File: config.mk
export PLATFORM = sky130hd
export DESIGN_NAME = ins_decode_pipe
export DESIGN_NICKNAME = d
export VERILOG_FILES = /design/src/rtl/ins_decode_pipe.sv
export SDC_FILE = /design/constraint.sdc
export NUM_CORES = 1
export LEC_CHECK = 0
export ABC_AREA = 1
export BUFFER_PORTS_ARGS = -buffer_cell sky130_fd_sc_hd__buf_2
export CORE_UTILIZATION = 53
export DETAILED_ROUTE_END_ITERATION = 10
export HOLD_SLACK_MARGIN = 0.08
export PLACE_DENSITY = 0.79
export REMOVE_ABC_BUFFERS = 1
export SLEW_MARGIN = 20
export SYNTH_ARGS = -nofsm -noshare
export SYNTH_HDL_FRONTEND = slang
export SYNTH_SLANG_ARGS = --single-unit
export TNS_END_PERCENT = 20
File: constraint.sdc
create_clock -name CLK -period 4.6 [get_ports CLK]
set_clock_uncertainty 0.05 [all_clocks]
set_input_delay 0.92 -clock CLK [delete_from_list [all_inputs] [get_ports CLK]]
set_output_delay 0.92 -clock CLK [all_outputs]
set_load 0.02 [all_outputs]
File: src/rtl/ins_decode_pipe.sv
// Pipelined instruction decoder for the toy CPU: valid/ready intake, registered
// execute-stage controls, and a one-cycle bubble on stale ACC / index-register reads.
module ins_decode_pipe #(
    parameter  int unsigned DW   = 4,
    parameter  int unsigned NREG = 16,
    parameter  int unsigned CW   = 16,
    localparam int unsigned AW   = $clog2(NREG)
) (
    input  logic          CLK,
    input  logic          RST,
    input  logic [DW+3:0] INST,
    input  logic          IN_VALID,
    output logic          IN_READY,
    input  logic [DW-1:0] ACC,
    output logic [AW-1:0] IR_ADDR,
    input  logic [DW-1:0] INDEX,
    output logic [DW-1:0] DATA1,
    output logic [DW-1:0] DATA2,
    output logic [3:0]    ALU_OP,
    output logic [AW-1:0] IW_ADDR,
    output logic          IS,
    output logic          AS,
    output logic          OUT_VALID,
    output logic          ERR,
    output logic [CW-1:0] INSN_CNT
);

    localparam int unsigned IW = DW + 4;

    localparam logic [3:0] OP_NOP   = 4'b0000;
    localparam logic [3:0] OP_LDI   = 4'b0001;
    localparam logic [3:0] OP_LDX   = 4'b0010;
    localparam logic [3:0] OP_STX   = 4'b0011;
    localparam logic [3:0] OP_ADD_X = 4'b0100;
    localparam logic [3:0] OP_ADD_I = 4'b0101;
    localparam logic [3:0] OP_SUB_X = 4'b0110;
    localparam logic [3:0] OP_SUB_I = 4'b0111;
    localparam logic [3:0] OP_NOT_A = 4'b1000;
    localparam logic [3:0] OP_NOT_I = 4'b1001;
    localparam logic [3:0] OP_OR_X  = 4'b1010;
    localparam logic [3:0] OP_OR_I  = 4'b1011;
    localparam logic [3:0] OP_AND_X = 4'b1100;
    localparam logic [3:0] OP_AND_I = 4'b1101;
    localparam logic [3:0] OP_XOR_X = 4'b1110;
    localparam logic [3:0] OP_XOR_I = 4'b1111;

    typedef enum logic {ST_RUN = 1'b0, ST_STALL = 1'b1} state_t;

    state_t        state_q, state_d;
    logic [IW-1:0] hold_q;
    logic [IW-1:0] cand;
    logic [3:0]    op;
    logic [DW-1:0] opnd;
    logic [AW-1:0] n;
    logic          reg_op, rd_x, rd_acc, range_err, hazard;
    logic          issue, latch;

    logic          nxt_ov, nxt_is, nxt_as, nxt_err;
    logic [DW-1:0] nxt_d1, nxt_d2;
    logic [3:0]    nxt_op;
    logic [AW-1:0] nxt_iw;

    // Instruction under decode: the held one while stalled, else the input
    assign cand    = (state_q == ST_STALL) ? hold_q : INST;
    assign op      = cand[IW-1:DW];
    assign opnd    = cand[DW-1:0];
    assign n       = opnd[AW-1:0];
    assign IR_ADDR = n;
    assign IN_READY = (state_q == ST_RUN) && !RST;

    // Operand-source classification
    always_comb begin
        reg_op = 1'b0;
        rd_x   = 1'b0;
        rd_acc = 1'b0;
        case (op)
            OP_LDX: begin
                reg_op = 1'b1;
                rd_x   = 1'b1;
            end
            OP_STX: begin
                reg_op = 1'b1;
                rd_acc = 1'b1;
            end
            OP_ADD_X, OP_SUB_X, OP_OR_X, OP_AND_X, OP_XOR_X: begin
                reg_op = 1'b1;
                rd_x   = 1'b1;
                rd_acc = 1'b1;
            end
            OP_ADD_I, OP_SUB_I, OP_OR_I, OP_AND_I, OP_XOR_I, OP_NOT_A: begin
                rd_acc = 1'b1;
            end
            default: ;
        endcase
    end

    // Out-of-range accesses touch no register, so they never need to wait
    assign range_err = reg_op && (32'(n) >= NREG);
    assign hazard    = !range_err &&
                       ((rd_acc && AS) || (rd_x && IS && (IW_ADDR == n)));

    always_ff @(posedge CLK or posedge RST) begin
        if (RST) state_q <= ST_RUN;
        else     state_q <= state_d;
    end

    always_comb begin
        state_d = state_q;
        case (state_q)
            ST_RUN:   if (IN_VALID && hazard) state_d = ST_STALL;
            ST_STALL: state_d = ST_RUN;
            default:  state_d = ST_RUN;
        endcase
    end

    // Issue decision and operand routing; a bubble keeps data/address/op fields
    always_comb begin
        issue   = 1'b0;
        latch   = 1'b0;
        nxt_ov  = 1'b0;
        nxt_is  = 1'b0;
        nxt_as  = 1'b0;
        nxt_err = 1'b0;
        nxt_d1  = DATA1;
        nxt_d2  = DATA2;
        nxt_op  = ALU_OP;
        nxt_iw  = IW_ADDR;
        case (state_q)
            ST_RUN: begin
                issue = IN_VALID && !hazard;
                latch = IN_VALID && hazard;
            end
            ST_STALL: issue = 1'b1;
            default: ;
        endcase
        if (issue) begin
            nxt_ov  = 1'b1;
            nxt_err = range_err;
            nxt_op  = op;
            nxt_d1  = '0;
            nxt_d2  = '0;
            nxt_iw  = '0;
            case (op)
                OP_LDI, OP_NOT_I: nxt_d1 = opnd;
                OP_LDX:           nxt_d1 = INDEX;
                OP_STX: begin
                    nxt_d1 = ACC;
                    nxt_iw = n;
                end
                OP_ADD_X, OP_SUB_X, OP_OR_X, OP_AND_X, OP_XOR_X: begin
                    nxt_d1 = INDEX;
                    nxt_d2 = ACC;
                end
                OP_ADD_I, OP_SUB_I, OP_OR_I, OP_AND_I, OP_XOR_I: begin
                    nxt_d1 = ACC;
                    nxt_d2 = opnd;
                end
                OP_NOT_A:         nxt_d1 = ACC;
                default: ;
            endcase
            nxt_as = !range_err && (op != OP_NOP) && (op != OP_STX);
            nxt_is = !range_err && (op == OP_STX);
        end
    end

    always_ff @(posedge CLK or posedge RST) begin
        if (RST) begin
            hold_q    <= '0;
            OUT_VALID <= 1'b0;
            DATA1     <= '0;
            DATA2     <= '0;
            ALU_OP    <= '0;
            IW_ADDR   <= '0;
            IS        <= 1'b0;
            AS        <= 1'b0;
            ERR       <= 1'b0;
            INSN_CNT  <= '0;
        end else begin
            if (latch) hold_q <= INST;
            OUT_VALID <= nxt_ov;
            DATA1     <= nxt_d1;
            DATA2     <= nxt_d2;
            ALU_OP    <= nxt_op;
            IW_ADDR   <= nxt_iw;
            IS        <= nxt_is;
            AS        <= nxt_as;
            ERR       <= nxt_err;
            if (issue) INSN_CNT <= INSN_CNT + CW'(1);
        end
    end

endmodule

# Word level (Yosys, flattened, before mapping)
# Index checks and enable logic that the tools add are counted.
# Widths: inputs -> output; s select.
# op_classes
n_addsub	1
eq_ne	17
mux	13
n_bitwise	1
reduce_logical	17
# ops
op	count
$eq 4x4->1 const B	8
$add 16x1->16 const B	1
$eq 4x3->1 const B	4
$pmux 4 s3	1
$reduce_or 12->1	1
$reduce_or 5->1	2
$eq 4x2->1 const B	2
$mux 8	1
$pmux 4 s2	1
$logic_and 1x1->1	7
$mux 1	7
$reduce_or 7->1	1
$reduce_or 6->1	1
$eq 4x1->1 const B	1
$eq 4x4->1	1
$mux 4	1
$ne 4x2->1 const B	1
$pmux 1 s2	2
$reduce_bool 4->1	1
$logic_not 1->1	2
$reduce_or 2->1	1
$logic_or 1x1->1	1
$not 1->1	1
# word_totals
ff_bits	44
input_bits	19
output_inout_bits	41
elab_cells	59

# Longest topological paths before layout
# Gate-level depths: netlist of the first run.
# depth
ltp_word	11
mapped_depth	13
ltp_nobuf	12

# Least setup slack after synthesis of the first run
# No wires, ideal clock.
# synth_path
path_type	input port to output port
from	input port INST[1]
to	output port IR_ADDR[1]
arrival_time_ns	1.285
required_ns	3.630
slack_ns	2.345
cell_stages	5
n_path_buf	1
path_cell_list	inv_1 -> nand2_1 -> nand2_1 -> inv_1 -> buf_4
# synth_between
elab_chain_cells	1
# synth_rtl
item	line_no	text
start, declared	11	input logic [DW+3:0] INST,
$mux 8	64	assign cand = (state_q == ST_STALL) ? hold_q : INST;
end, declared	15	output logic [AW-1:0] IR_ADDR,
# No other way between the ends.

# Worst setup path after layout of the first run
# layout_path
from	register state_q
to	output port IR_ADDR[3]
# layout_between
elab_chain_cells	1
# layout_rtl
item	line_no	text
start, declared	49	state_t state_q, state_d;
start signal, assigned	104	else state_q <= state_d;
$mux 8	64	
# No other way between the ends.

==> flow_summary.ini, run 1 <==
[timing]
fin_tns_setup_ns = 0
fin_crit_ns = 2.90
setup_viol = 0
max_clock_freq_mhz = 344
relSlewSlack_pct = 56.7
rsz0062_at_grt = false
worst_slew_pin_slew_ns = 0.642
drv_slew = 0
post-route-period-util_pct = 63.1
hold_viol_final = 0
holdWs_ns = 0.434
fin_ws_ns = 1.70

[logic_synthesis]
ys_warn_count = 0
synth_area_sq_um = 2620
synthFlopType = dfrtp_1
synth_cells = 365
avgSynthCellArea_sq_um = 7.17
yosysSeqAreaShare_pct = 42.0
synth_edf_count = 0
ys_ff_latch = 44
ys_async_sr_fraction_pct = 100
ys_types = 25

[critical_path]
reg2reg_slack_ns = 1.79
cp-endpoint = IR_ADDR[3]
crit_type = flip-flop to primary output
rr_worst_depth = 10
r2r-start = state_q
r2r_end = ALU_OP[3]
path_cells = inv_4 > nand2_1 > nand2_1 > inv_1 > buf_2
worstPathArrival_ns = 1.93
end_kind = primary output
crit_buf_inv = 3
cp_top_family = buffers and inverters
worstPathRequired_ns = 3.63
critPathMaxFanout = 55
crit_path_frequent_cell = nand2_1
critPathLaunch = state_q
path_depth = 5
cp_slowest_stage_delay_ns = 0.60
critPathLaunchType = flip-flop
slowest_stage = dfrtp_1

[detailed_routing]
first_pass_iters = 4
wl_per_cell_um = 12.1
drt_iter0_drc = 114
wl_mm = 5.77
vias = 2417
vias_per_cell = 5.06
drcViolationCount = 0
drtAntennaViolNets = 0

[min_path]
min_path_type = flip-flop to flip-flop

[layout]
area_delta_synth_final_pct = 11.9
final.fill_count = 446
diodes = 0
post-route-util_pct = 62.0
layout.nets = 431
multiInputGateArea_sq_um = 1220
fin_area_sq_um = 2930
drive_gt1_share_pct = 17.5
regArea_sq_um = 1100

[pwr]
p_leak_nw = 1.72
p_per_area_nw_per_um2 = 529
ir_worst_vdd_mv = 0.308

[outcome]
outcome = finished, final reports clean

[grt]
gr-usage-all-layers_pct = 24.1
grt_pass1_vias = 2244
gr-total-overflow = 0
grt_max_degree = 56
grt_pass1_wl_mm = 9.83
antenna_found_initial = 0

[floorplanning]
dieArea_sq_um = 5230
initial_core_util_pct = 55.4
fp.dieH_um = 72.3
row_count = 25
core_area_sq_um = 4720
io_pins = 60
die_w_um = 72.3

[clock_tree]
clkSlewWorstSetupHoldPaths_ns = 0.08
post_cts_resize_count = 0
cts_tree = done
clock_latency_ns = 0.29
cts_buffer_depth = 2
root_buffer = clkbuf_8
cts_made_buffers = 5
cts_setup_buffers = 0
h-tree-depth = 2
clock_sink_count = 44
hold_buffers = 0

[place]
place_area_sq_um = 2850
port-buffer-count = 58
post-place-ws_ns = 1.70
dp_hpwl_mm = 4.10
gp_congestion = 0.834

[job]
cap_violations = 0
## registers in the layout (all words and copies together), names as in the netlist
name / count
hold_q: 8
INSN_CNT: 16
DATA1: 4
OUT_VALID: 1
state_q: 1
IS: 1
AS: 1
DATA2: 4
IW_ADDR: 4
ALU_OP: 4
## logic make-up after synthesis
group           after synthesis  synth area share [%]
flops                        44                  42.0
buf+inv                      59                  11.3
other cells                   1                 0.143
fa+ha+maj                     1                 0.478
xor+xnor                     14                  4.68
compound gates               11                  2.48
simple gates                235                  38.8
## synthesized netlist by cell type (2+ instances only)
| library cell | instances | area, sq um |
|---|---|---|
| inv_1 | 38 | 143 |
| nand2_1 | 146 | 548 |
| a211oi_1 | 4 | 30.0 |
| o21ai_0 | 3 | 15.0 |
| dfrtp_1 | 44 | 1100 |
| buf_4 | 9 | 67.6 |
| nor2_1 | 20 | 75.1 |
| clkbuf_1 | 4 | 15.0 |
| nand3_2 | 3 | 30.0 |
| buf_6 | 5 | 56.3 |
| nor3_1 | 5 | 25.0 |
| o21ai_1 | 2 | 10.0 |
| xor2_1 | 13 | 114 |
| nand4_1 | 11 | 68.8 |
| a21oi_1 | 2 | 10.0 |
| nand3_1 | 47 | 235 |
## worst min-delay path, cell delays in order (launching register included)
cell and delay, ns:
dfrtp_1 0.35, nand2_1 0.05, nand2_1 0.05
## worst min-delay path by stage
stage | from | cells past startpoint | slack, ns | end
2_1_floorplan | hold_q[7] | 2 | 0.39 | hold_q[7]
3_3_place_gp | hold_q[4] | 2 | 0.41 | hold_q[4]
3_5_place_dp | hold_q[4] | 2 | 0.42 | hold_q[4]
4_1_cts | hold_q[4] | 2 | 0.44 | hold_q[4]
5_1_grt | hold_q[4] | 2 | 0.47 | hold_q[4]
6_report | hold_q[4] | 2 | 0.43 | hold_q[4]
## cell type report
class / count / share of cell area [%]
repair buffers: 59 / 10.2
clock buffers: 6 / 2.48
flip-flops and latches: 44 / 37.6
multi-input cells: 262 / 41.7
well taps: 67 / 2.86
inverters: 39 / 5.08
clock inverters: 1 / 0.171
## power by group
group / internal, W / switching [W] / total [W]
Sequential: 0.000505 / 0.000103 / 0.000608
Combinational: 0.000217 / 0.000496 / 0.000714
Clock: 0.000103 / 0.000126 / 0.000230
Total: 0.000826 / 0.000726 / 0.00155
## layout by cell type, fill, tap and decap left out, drive strengths merged
| cell type | instances |
|---|---|
| nor2 | 20 |
| dfrtp | 44 |
| xor2 | 13 |
| nand4 | 11 |
| o21ai | 5 |
| a211oi | 4 |
| nand3 | 51 |
| nand2 | 148 |
| conb | 1 |
| a21oi | 2 |
| nor3 | 5 |
| clkbuf | 6 |
| xnor2 | 1 |
| inv | 38 |
| ha | 1 |
| clkinv | 2 |
| buf | 59 |
## routing by layer
layer  GRT usage, %  vias to the layer above  part of all wire, %
li1               -                     1232                    -
met1           31.3                     1103                   45
met2           39.8                       71                   48
met3           4.44                       11                  5.0
met4           9.80                        0                  1.5
met5              0                        -                    0
## through the flow
step	cells	total power, W
2_1_floorplan	345	0.00110
3_3_place_gp	471	0.00131
3_5_place_dp	471	0.00133
4_1_cts	478	0.00156
5_1_grt	478	0.00168
6_report	478	0.00155
No activity file was read; power rests on OpenSTA's default activity.
==> inputs of run 2 (changes only) <==
clock period = 2.77 ns   (was 4.6 ns; I/O delays follow)
==> flow_summary.ini, run 2 (same netlist as run 1, synthesis figures left out) <==
[outcome]
outcome = finished, final reports clean

[critical_path]
end_kind = flip-flop
slowest_stage = dfrtp_1
cp_slowest_stage_delay_ns = 0.74
worstPathArrival_ns = 2.70
crit_type = flip-flop to flip-flop
critPathLaunchType = flip-flop
worstPathRequired_ns = 2.96
path_cells = inv_4 > nand2_1 > nand2_1 > nor2_1 > nand2_1 > nand3_2 > nand3_4 > nand2_4 > nand2_1 > nand2_1
critPathMaxFanout = 33
crit_path_frequent_cell = nand2_1

[pwr]
combPwrFrac_pct = 45.1
power_w = 0.00272
clkPwrFrac_pct = 18.0
p_int_w = 0.00149
p_leak_nw = 1.75
ir_worst_vdd_mv = 0.502
p_switching_w = 0.00123
p_per_area_nw_per_um2 = 910
sw_frac_of_total_pct = 45.3
seq_power_share_pct = 36.9

[place]
gp_congestion = 0.870
dp_hpwl_mm = 4.16
post-place-ws_ns = 0.334
port-buffer-count = 58
dpl.cell_count = 475

[detailed_routing]
drtAntennaViolNets = 0
first_pass_iters = 4
vias_per_cell = 5.15
wl_mm = 6.01
wl_per_cell_um = 12.4
drt_iter0_drc = 151
drcViolationCount = 0
vias = 2489

[clock_tree]
clock_sink_count = 44
clkSlewWorstSetupHoldPaths_ns = 0.08
cts_made_buffers = 5
cts_tree = done
cts_buffer_depth = 2
hold_buffers = 0
h-tree-depth = 2
cts_setup_buffers = 0
post_cts_resize_count = 0
root_buffer = clkbuf_8
clock_latency_ns = 0.30

[layout]
regArea_sq_um = 1100
final_cells = 483
final.fill_count = 444
multiInputGateArea_sq_um = 1220
biggestRegsByFlops = INSN_CNT: 16 flops, hold_q: 8 flops
drive_gt1_share_pct = 18.5
top_register = INSN_CNT
layout_commonest_cell = nand2_1
layout.nets = 435
final_cell_mix = nand2_1, buf_2, nand3_1
diodes = 0
largest_reg_flops = 16
area_delta_synth_final_pct = 14.2

[timing]
fin_ws_ns = 0.260
hold_viol_final = 0
fin_tns_setup_ns = 0
setup_viol = 0
post-route-period-util_pct = 90.6
max_clock_freq_mhz = 398
drv_slew = 0
rsz0062_at_grt = false
worst_slew_pin_slew_ns = 0.675
holdWs_ns = 0.333
relSlewSlack_pct = 54.5
fin_crit_ns = 2.51

[grt]
antenna_found_initial = 0
grt_pass1_vias = 2380
grt_pass1_wl_mm = 10.2
grt_max_degree = 45
gr-usage-all-layers_pct = 24.8
gr-total-overflow = 0

[min_path]
min_path_type = input port to asynchronous set/reset pin

[floorplanning]
die_w_um = 72.3
io_pins = 60
initial_core_util_pct = 55.4
dieArea_sq_um = 5230
fp.dieH_um = 72.3
row_count = 25
core_area_sq_um = 4720

[job]
cap_violations = 0
[run 2: cell count changes in the layout (fill, tap and decap cells not counted)]
cell,delta
bufinv_16,+1
buf_4,+4
[run 2: critical path, delay by kind of cell, from the launching register on]
kind                   cells  cell delay (ns)
and+or+nand+nor            9             1.40
buffers and inverters      1             0.25
DFF                        1             0.74
[run 2: layout make-up]
type,instances,area share [%]
multi-input combinational,262,40.8
clock inverter,2,1.17
inverter,39,4.98
sequential,44,36.8
tap,67,2.80
clock buffer,6,2.43
timing repair buffer,63,11.0
[run 2: power groups by stage]
stage | clock, W | combinational [W] | sequential (W)
after floorplan | 0 | 0.000673 | 0.00115
after global placement | 0 | 0.00119 | 0.00101
after detailed placement | 0 | 0.00122 | 0.00101
after CTS | 0.000492 | 0.00123 | 0.00100
after global routing | 0.000516 | 0.00137 | 0.00104
final | 0.000489 | 0.00123 | 0.00100
[run 2: final timing paths]
| kind | cells past startpoint | startpoint | slack [ns] | endpoint |
|---|---|---|---|---|
| setup / recovery | 10 | state_q | 0.26 | IW_ADDR[3] |
| hold / removal | 3 | RST | 0.33 | state_q |
| setup reg to reg | 10 | state_q | 0.26 | IW_ADDR[3] |
| hold reg to reg | 2 | hold_q[4] | 0.43 | hold_q[4] |
| max in group asynchronous | 3 | RST | 1.95 | INSN_CNT[11] |
| min in group CLK | 2 | hold_q[4] | 0.43 | hold_q[4] |
[run 2: per-layer routing]
metal | wire, um | up-vias | track usage, %
met5 | 0 | - | 0
met4 | 95 | 0 | 10.2
met3 | 319 | 9 | 3.06
met2 | 2940 | 80 | 43.0
met1 | 2660 | 1161 | 31.5
li1 | - | 1239 | -
[run 2: stage by stage]
stage,utilization [%],area [sq um]
6_report,63.3,2990
2_1_floorplan,-,2470
5_1_grt,63.3,2990
3_3_place_gp,61.0,2880
3_5_place_dp,61.0,2880
4_1_cts,63.3,2990
==> inputs of run 3 (changes only) <==
PLACE_DENSITY = 0.8   (was 0.79)
==> flow_summary.ini, run 3 (same netlist as run 1, synthesis figures left out) <==
[outcome]
outcome = finished, final reports clean

[timing]
relSlewSlack_pct = 40.4
worst_slew_pin_slew_ns = 0.889
max_clock_freq_mhz = 442
post-route-period-util_pct = 81.7
fin_crit_ns = 2.26
holdWs_ns = 0.274
hold_viol_final = 0
drv_slew = 0
setup_viol = 0
fin_tns_setup_ns = 0
rsz0062_at_grt = false

[clock_tree]
cts_setup_buffers = 0
root_buffer = clkbuf_8
hold_buffers = 0
h-tree-depth = 2
cts_made_buffers = 5
cts_buffer_depth = 2
post_cts_resize_count = 0
clkSlewWorstSetupHoldPaths_ns = 0.08
clock_latency_ns = 0.30
clock_sink_count = 44
cts_tree = done

[floorplanning]
core_area_sq_um = 4720
row_count = 25
initial_core_util_pct = 55.4
io_pins = 60
die_w_um = 72.3
dieArea_sq_um = 5230
fp.dieH_um = 72.3

[pwr]
p_leak_nw = 1.75
ir_worst_vdd_mv = 0.506
p_per_area_nw_per_um2 = 911

[critical_path]
cp_slowest_stage_delay_ns = 0.50
critPathMaxFanout = 38
worstPathRequired_ns = 2.97
end_kind = flip-flop
path_cells = inv_4 > nand2_1 > nand2_1 > nand2_1 > nand2_1 > nor2_1 > nand3_2 > nand3_4 > nand2_4 > nand2_1 > nand2_1
slowest_stage = dfrtp_1
critPathLaunchType = flip-flop
worstPathArrival_ns = 2.46
crit_type = flip-flop to flip-flop
crit_path_frequent_cell = nand2_1

[layout]
top_register = INSN_CNT
fin_area_sq_um = 2980
multiInputGateArea_sq_um = 1220
area_delta_synth_final_pct = 13.9
layout.nets = 434
largest_reg_flops = 16
final_cell_mix = nand2_1, buf_2, nand3_1
final.fill_count = 446
regArea_sq_um = 1100
drive_gt1_share_pct = 18.3
layout_commonest_cell = nand2_1
biggestRegsByFlops = INSN_CNT: 16 flops, hold_q: 8 flops
diodes = 0

[place]
gp_congestion = 0.835
port-buffer-count = 58
place_area_sq_um = 2880
dp_hpwl_mm = 4.25

[detailed_routing]
drt_iter0_drc = 195
drtAntennaViolNets = 0
wl_per_cell_um = 12.4
drcViolationCount = 0
vias_per_cell = 5.14
first_pass_iters = 4
vias = 2476
wl_mm = 5.98

[grt]
grt_pass1_wl_mm = 9.90
gr-total-overflow = 0
antenna_found_initial = 0
grt_pass1_vias = 2206
grt_max_degree = 39
gr-usage-all-layers_pct = 24.4

[min_path]
min_path_type = input port to asynchronous set/reset pin

[job]
cap_violations = 0
## run 3: cell types whose count changed in the layout (fill, tap and decap cells not counted), sizes merged
cell / previous run / this run
buf: 63 / 62
## run 3: routing by layer
| layer | global-route usage, % | vias to the layer above | part of all wire, % |
|---|---|---|---|
| li1 | - | 1237 | - |
| met1 | 31.5 | 1165 | 45 |
| met2 | 42.7 | 68 | 49 |
| met3 | 5.00 | 6 | 4.4 |
| met4 | 4.79 | 0 | 0.75 |
| met5 | 0 | - | 0 |
## run 3: per-stage QoR
stage	worst slack (ns)	utilization [%]	std cells	total power, W
2_1_floorplan	0.585	-	345	0.00183
3_3_place_gp	0.524	60.9	474	0.00220
3_5_place_dp	0.486	60.9	474	0.00223
4_1_cts	0.510	63.2	482	0.00272
5_1_grt	0.294	63.2	482	0.00292
6_report	0.506	63.2	482	0.00272
## run 3: final timing paths
path | start | endpoint | slack (ns) | cells after the start
max | state_q | ALU_OP[3] | 0.51 | 11
min | RST | hold_q[5] | 0.27 | 2
max reg2reg | state_q | ALU_OP[3] | 0.51 | 11
min reg2reg | hold_q[4] | hold_q[4] | 0.43 | 2
max in group asynchronous | RST | INSN_CNT[15] | 1.67 | 3
min in group CLK | hold_q[4] | hold_q[4] | 0.43 | 2
## run 3: cell type report
| class | count | area share [%] |
|---|---|---|
| clock buffers | 6 | 2.43 |
| clock inverters | 2 | 1.17 |
| inverters | 39 | 4.99 |
| multi-input cells | 262 | 40.9 |
| flip-flops and latches | 44 | 36.9 |
| well taps | 67 | 2.81 |
| repair buffers | 62 | 10.7 |
## run 3: where the power goes
part	internal, W	switching [W]
clock network	0.000268	0.000227
logic	0.000377	0.000850
registers	0.000838	0.000156
## run 3: critical path, delay by kind of cell, from the launching register on
kind                   cells  cell delay [ns]
buffers and inverters      1             0.35
flip-flops                 1             0.50
AND/OR/NAND/NOR           10             1.29
